**src/rtl/cpu_pkg.sv**
```systemverilog
`default_nettype none
// ============================================================================
//  Module      : cpu_pkg
//  Description : Shared CPU definitions used by the data-memory responder.
//                Holds the default data/address widths, the load/store
//                opcode values carried on req_we and the responder FSM
//                state encoding.
//  Revision    : 1.0 - initial release
// ============================================================================
package cpu_pkg;

    // Default CPU register width and word-address width
    localparam int unsigned c_DATA_W = 16;
    localparam int unsigned c_ADDR_W = 16;

    // Opcode values as carried on the req_we line
    localparam logic c_OP_STW = 1'b1;
    localparam logic c_OP_LDW = 1'b0;

    // Data-memory responder FSM state encoding
    typedef enum logic [1:0] {
        ST_IDLE   = 2'd0,
        ST_ACCESS = 2'd1,
        ST_RESP   = 2'd2
    } dmem_state_e;

endpackage : cpu_pkg
`default_nettype wire

```
**src/rtl/dmem_array.sv**
```systemverilog
`default_nettype none
// ============================================================================
//  Module      : dmem_array
//  Description : Single-port synchronous word RAM with byte-lane write
//                enables. A write updates only the lanes whose be_i bit is
//                set; a read (re_i without we_i) loads the registered read
//                data, which otherwise holds its last value. Storage has no
//                reset.
//  Ports       : CLK      in  clock, rising edge
//                we_i     in  write enable
//                re_i     in  read enable (load rdata_o register)
//                addr_i   in  word index
//                wdata_i  in  write data
//                be_i     in  byte-lane write enables
//                rdata_o  out registered read data
//  Revision    : 1.0 - initial release
// ============================================================================
module dmem_array #(
    parameter int unsigned DATA_W = 16,
    parameter int unsigned DEPTH  = 256,
    parameter int unsigned IDX_W  = 8
) (
    input  logic                  CLK,
    input  logic                  we_i,
    input  logic                  re_i,
    input  logic [IDX_W-1:0]      addr_i,
    input  logic [DATA_W-1:0]     wdata_i,
    input  logic [DATA_W/8-1:0]   be_i,
    output logic [DATA_W-1:0]     rdata_o
);

    localparam int unsigned c_BE_W = DATA_W / 8;

    logic [DATA_W-1:0] mem_q [DEPTH];
    logic [DATA_W-1:0] rdata_q;

    always_ff @(posedge CLK) begin
        if (we_i) begin
            for (int b = 0; b < c_BE_W; b++) begin
                if (be_i[b]) begin
                    mem_q[addr_i][b*8 +: 8] <= wdata_i[b*8 +: 8];
                end
            end
        end else if (re_i) begin
            rdata_q <= mem_q[addr_i];
        end
    end

    assign rdata_o = rdata_q;

endmodule : dmem_array
`default_nettype wire

```
**src/rtl/dmem_responder.sv**
```systemverilog
`default_nettype none
// ============================================================================
//  Module      : dmem_responder
//  Description : Memory-side end of the CPU load/store interface. Accepts
//                one request at a time, waits WAIT_CYCLES cycles, then
//                commits the access (store writes RAM / load reads RAM) on
//                the edge that enters RESP and holds the response until the
//                CPU takes it.
//                Optional feature macro: DMEM_BYTE_EN_EN adds req_be for
//                byte-lane stores; without it every store writes the full
//                word.
//  Ports       : CLK        in  clock, rising edge
//                reset_n    in  asynchronous active-low reset
//                req_valid  in  request present
//                req_ready  out request can be accepted
//                req_we     in  1 = store, 0 = load
//                req_addr   in  word address
//                req_wdata  in  store data
//                req_be     in  byte enables (DMEM_BYTE_EN_EN only)
//                rsp_valid  out response present
//                rsp_ready  in  response taken
//                rsp_rdata  out load data, 0 for stores and errors
//                rsp_err    out address out of range
//  Revision    : 1.0 - initial release
// ============================================================================
module dmem_responder
    import cpu_pkg::*;
#(
    parameter int unsigned DATA_W      = c_DATA_W,
    parameter int unsigned ADDR_W      = c_ADDR_W,
    parameter int unsigned DEPTH       = 256,
    parameter int unsigned WAIT_CYCLES = 1
) (
    input  logic                CLK,
    input  logic                reset_n,
    input  logic                req_valid,
    output logic                req_ready,
    input  logic                req_we,
    input  logic [ADDR_W-1:0]   req_addr,
    input  logic [DATA_W-1:0]   req_wdata,
`ifdef DMEM_BYTE_EN_EN
    input  logic [DATA_W/8-1:0] req_be,
`endif
    output logic                rsp_valid,
    input  logic                rsp_ready,
    output logic [DATA_W-1:0]   rsp_rdata,
    output logic                rsp_err
);

    localparam int unsigned     c_BE_W       = DATA_W / 8;
    localparam int unsigned     c_IDX_W      = (DEPTH > 1) ? $clog2(DEPTH) : 1;
    localparam int unsigned     c_CNT_INIT_I = (WAIT_CYCLES > 0) ? WAIT_CYCLES - 1 : 0;
    localparam logic [3:0]      c_CNT_INIT   = 4'(c_CNT_INIT_I);
    localparam logic [ADDR_W:0] c_DEPTH_EXT  = (ADDR_W+1)'(DEPTH);

    dmem_state_e         state_q;
    logic [3:0]          cnt_q;
    logic                req_ready_q;
    logic                rsp_valid_q;
    logic                rsp_err_q;
    logic                load_q;      // response carries RAM read data
    logic                we_q;
    logic [ADDR_W-1:0]   addr_q;
    logic [DATA_W-1:0]   wdata_q;
    logic [c_BE_W-1:0]   be_q;

    logic [c_BE_W-1:0]   w_be_in;
    logic                w_accept;
    logic                w_commit;
    logic                w_we;
    logic [ADDR_W-1:0]   w_addr;
    logic [DATA_W-1:0]   w_wdata;
    logic [c_BE_W-1:0]   w_be;
    logic                w_oor;
    logic                w_is_store;
    logic                w_ram_we;
    logic                w_ram_re;
    logic [DATA_W-1:0]   w_ram_rdata;

`ifdef DMEM_BYTE_EN_EN
    assign w_be_in = req_be;
`else
    assign w_be_in = '1;
`endif

    assign w_accept = (state_q == ST_IDLE) && req_valid;

    // With zero wait states the commit edge is the accept edge itself, so the
    // RAM must see the live request fields rather than the latched copies.
    assign w_we    = (state_q == ST_IDLE) ? req_we    : we_q;
    assign w_addr  = (state_q == ST_IDLE) ? req_addr  : addr_q;
    assign w_wdata = (state_q == ST_IDLE) ? req_wdata : wdata_q;
    assign w_be    = (state_q == ST_IDLE) ? w_be_in   : be_q;

    assign w_commit = (w_accept && (WAIT_CYCLES == 0)) ||
                      ((state_q == ST_ACCESS) && (cnt_q == 4'd0));

    // Full-width compare: high address bits never alias into the array
    assign w_oor      = ({1'b0, w_addr} >= c_DEPTH_EXT);
    assign w_is_store = (w_we == c_OP_STW);
    assign w_ram_we   = w_commit && w_is_store && !w_oor;
    assign w_ram_re   = w_commit && !w_is_store && !w_oor;

    dmem_array #(
        .DATA_W (DATA_W),
        .DEPTH  (DEPTH),
        .IDX_W  (c_IDX_W)
    ) u_array (
        .CLK     (CLK),
        .we_i    (w_ram_we),
        .re_i    (w_ram_re),
        .addr_i  (w_addr[c_IDX_W-1:0]),
        .wdata_i (w_wdata),
        .be_i    (w_be),
        .rdata_o (w_ram_rdata)
    );

    always_ff @(posedge CLK or negedge reset_n) begin
        if (!reset_n) begin
            state_q     <= ST_IDLE;
            cnt_q       <= 4'd0;
            req_ready_q <= 1'b1;
            rsp_valid_q <= 1'b0;
            rsp_err_q   <= 1'b0;
            load_q      <= 1'b0;
            we_q        <= 1'b0;
            addr_q      <= '0;
            wdata_q     <= '0;
            be_q        <= '0;
        end else begin
            case (state_q)
                ST_IDLE: begin
                    if (req_valid) begin
                        we_q        <= req_we;
                        addr_q      <= req_addr;
                        wdata_q     <= req_wdata;
                        be_q        <= w_be_in;
                        req_ready_q <= 1'b0;
                        state_q     <= ST_ACCESS;
                        cnt_q       <= c_CNT_INIT;
                    end
                end
                ST_ACCESS: begin
                    if (cnt_q != 4'd0) begin
                        cnt_q <= cnt_q - 4'd1;
                    end
                end
                ST_RESP: begin
                    if (rsp_ready) begin
                        state_q     <= ST_IDLE;
                        req_ready_q <= 1'b1;
                        rsp_valid_q <= 1'b0;
                        rsp_err_q   <= 1'b0;
                        load_q      <= 1'b0;
                    end
                end
                default: begin
                    state_q <= ST_IDLE;
                end
            endcase

            // Entering RESP overrides the IDLE/ACCESS updates above
            if (w_commit) begin
                state_q     <= ST_RESP;
                rsp_valid_q <= 1'b1;
                rsp_err_q   <= w_oor;
                load_q      <= !w_is_store && !w_oor;
            end
        end
    end

    assign req_ready = req_ready_q;
    assign rsp_valid = rsp_valid_q;
    assign rsp_err   = rsp_err_q;
    // RAM read register only reloads on a load commit, so this is stable in RESP
    assign rsp_rdata = (state_q == ST_RESP && load_q) ? w_ram_rdata : '0;

endmodule : dmem_responder
`default_nettype wire
```
**config.mk**
```make
export PLATFORM = sky130hd
export DESIGN_NAME = dmem_responder
export DESIGN_NICKNAME = d
export VERILOG_FILES = /design/src/rtl/cpu_pkg.sv /design/src/rtl/dmem_array.sv /design/src/rtl/dmem_responder.sv
export SDC_FILE = /design/constraint.sdc
export NUM_CORES = 2
export LEC_CHECK = 0
export CAP_MARGIN = 10
export CORE_UTILIZATION = 25
export CTS_CLUSTER_DIAMETER = 100
export DETAILED_ROUTE_END_ITERATION = 6
export SLEW_MARGIN = 20
export SYNTH_ARGS = -nofsm -noshare
export SYNTH_HDL_FRONTEND = slang
export SYNTH_SLANG_ARGS = --single-unit
export TNS_END_PERCENT = 1
```
**constraint.sdc**
```tcl
create_clock -name CLK -period 7 [get_ports CLK]
set_input_delay 2.1 -clock CLK [delete_from_list [all_inputs] [get_ports CLK]]
set_output_delay 2.1 -clock CLK [all_outputs]
set_load 0.02 [all_outputs]
```
==> impl_metrics.ini <==
[setup_path]
crit_path_top_delay_cell = o41ai_1
required_ps = 7700
cpPeakStageDelay_ps = 940
crit_family = compound AO/OA/AOI/OAI gates
worstSetupStartpointType = primary input
critPathBufInv = 4
crit_type = in -> reg
path_cells = clkdlybuf4s50_1 > or4b_2 > o21ai_4 > buf_12 > buf_12 > buf_4 > a22oi_1 > a21oi_1 > o41ai_1 > a41oi_1 > or4_1
end_kind = register
crit_top_cell = buf_12
cp_max_fo = 43
arrival_ps = 6620

[placement]
dp_hpwl_um = 274000
io_buffers = 55
dp_slack_ps = 54.6
place_area_sq_mm = 0.169
gp_congestion = 0.828

[timing]
rsz0062_at_grt = no
slew_viol_final = 0
timing.final.crit_share = 0.845
fmax_mhz = 169
period_needed_ps = 5920
setup_viol = 0
setup_tns_ps = 0
fin_skew_ps = 74.0
tightest_slew_ps = 1210
relSlewSlack = 0.184
setup_ws_ps = 1080
finalHoldViolCount = 0

[power]
p_switching_mw = 30.5
p_total_mw = 82.7
seq_power_share = 0.403
intPower_mw = 52.2
swShare = 0.369
comb_power_share = 0.340
leakagePower_nw = 54.4
pwr_density_cell_mw_per_mm2 = 455
peakVddDrop_mv = 0.602
p_clk_frac = 0.257

[die]
io_pins = 56
row_count = 287
start_util = 0.251
die_x_um = 785
fp.coreArea_sq_mm = 0.611
die_area_sq_mm = 0.617
die_y_um = 785

[grt]
grt_max_degree = 166
grt-ovfl-total = 0
grt_use_total = 0.144
grt_pass1_wl_um = 654000
antenna_found_initial = 39
grt_pass1_vias = 85900

[detailed_routing]
drc_errors = 2
num_vias = 90100
viasPerCell = 5.06
drtIter0Drc = 12600
post_drt_wl_per_cell_um = 26.1
first_pass_iters = 7
routed_wl_um = 465000
postRouteAntennaNets = 0

[cells_and_area]
most-common-layout-cells = edfxtp_1 (4112), a22oi_1 (2038), a21oi_1 (1027)
fill_cells = 59400
drive_gt1_frac = 0.151
layout_commonest_cell = edfxtp_1
area_delta_synth_final_pct = 18.6
final_area_sq_mm = 0.182
nets = 9340

[logic_synthesis]
ys_seq_area_frac = 0.812
ys.flop_type = edfxtp_1
yosysUniqueCellTypes = 43
async_flop_share = 0.0106
yosys_warnings = 0
synth_area_per_cell_sq_um = 17.6
synth-edff-count = 4112
netlist_area_sq_mm = 0.153
synthCells = 8711
synth-seq-cells = 4156
synth_fp_nets = 8750

[cts]
clk_path_buf_depth = 4
cts_buffers = 416
clk_pin_slew_ps = 60
cts.repair.resized = 0
cts.htree.levels = 5
clk_root_buffer_cell = clkbuf_16
postCtsSetupBuffers = 0
cts_tree = built
hold_buffers = 0
cts_sinks = 4156
clk_latency_ps = 1010

[status]
outcome = finished with violations
violations = design-rule violations

[worst_hold_path]
min-delay-path-class = reg -> reg

[flow_run]
drv_cap = 0
-- Yosys cell counts (3+ instances only) --
library cell     n  area share
edfxtp_1      4112        0.81
a22oi_1       2038        0.10
a21oi_1       1027       0.034
clkbuf_1       352      0.0086
nor2_1         261      0.0064
buf_2          256      0.0084
o41ai_1        256       0.015
nand2_1         84      0.0021
a41oi_1         64      0.0037
dfrtp_1         43      0.0070
buf_1           37     0.00091
mux2_2          33      0.0024
or4_1           19     0.00093
and2_1          18     0.00073
nand2b_1        18     0.00073
buf_6           12     0.00088
a22oi_2         10     0.00082
o21ai_0          8     0.00026
inv_1            6     0.00015
nand3_1          5     0.00016
nand3b_1         5     0.00024
nor2b_1          5     0.00020
o21a_1           4     0.00020
a31oi_1          3     0.00012
buf_4            3     0.00015
o21ai_2          3     0.00017
o31ai_1          3     0.00015
or3_1            3     0.00012
-- per-layer routing --
layer,routed length (um),global-route usage,vias up
met1,186000,0.195,46800
met2,218000,0.228,4891
met3,44800,0.0278,744
met5,163,0,-
li1,-,-,37600
met4,16600,0.0538,24
-- worst paths after layout --
kind	depth (start not counted)	slack [ps]	from	end
worst max-delay path	11	1080	req_addr[1]	u_array.rdata_o[11]$_DFFE_PP_
worst min-delay path	1	480	be_q[0]$_DFFE_PN0P_	be_q[0]$_DFFE_PN0P_
worst max register to register	10	1560	state_q[0]$_DFFE_PN0P_	u_array.rdata_o[11]$_DFFE_PP_
worst min register to register	1	480	be_q[0]$_DFFE_PN0P_	be_q[0]$_DFFE_PN0P_
max in group asynchronous	1	5420	reset_n	addr_q[0]$_DFFE_PN0P_
min in group asynchronous	1	1170	reset_n	addr_q[8]$_DFFE_PN0P_
-- state kept, by name, summed over array words and instances, names as in the netlist --
register and flops:
addr_q 16, be_q 1, cnt_q 4, load_q 1, req_ready 1, rsp_err 1
rsp_valid 1, state_q 2, u_array.mem_q 4096, u_array.rdata_o 16, wdata_q 16, we_q 1
-- metrics by stage --
stage | hold WS [ps] | instances | util
floorplan | 440 | 8711 | -
global placement | 454 | 17000 | 0.276
detailed placement | 464 | 17000 | 0.276
CTS | 478 | 17700 | 0.297
global route | 498 | 17800 | 0.298
finish | 480 | 17800 | 0.298
-- logic make-up after synthesis --
kind of cell / Yosys count / synth area share
AO/OA/AOI/OAI: 3419 / 0.153
XOR/XNOR: 2 / 0.000114
adder cells (fa/ha/maj): 2 / 0.000163
buffers and inverters: 666 / 0.0191
flip-flops: 4156 / 0.812
multiplexers: 35 / 0.00255
AND/OR/NAND/NOR: 431 / 0.0123
-- area by class of cell --
| type | instances | area, sq um | share of cell area |
|---|---|---|---|
| clock inverters | 219 | 1850 | 0.0102 |
| clock buffers | 523 | 11000 | 0.0603 |
| well taps | 8092 | 10100 | 0.0557 |
| inverters | 6 | 22.5 | 0.000124 |
| flip-flops and latches | 4156 | 125000 | 0.685 |
| multi-input cells | 3889 | 26500 | 0.146 |
| repair buffers | 832 | 7680 | 0.0422 |
| diodes | 77 | 193 | 0.00106 |
-- power by group through the flow --
stage	logic, mW	clock network [mW]	registers [mW]
final	28.1	21.2	33.3
after global routing	29.4	22.4	33.3
after CTS	27.9	21.4	33.3
after detailed placement	27.9	0	33.8
after global placement	27.3	0	33.8
after floorplan	13.7	0	35.5
Note: power is estimated with default switching activity, not from simulation.
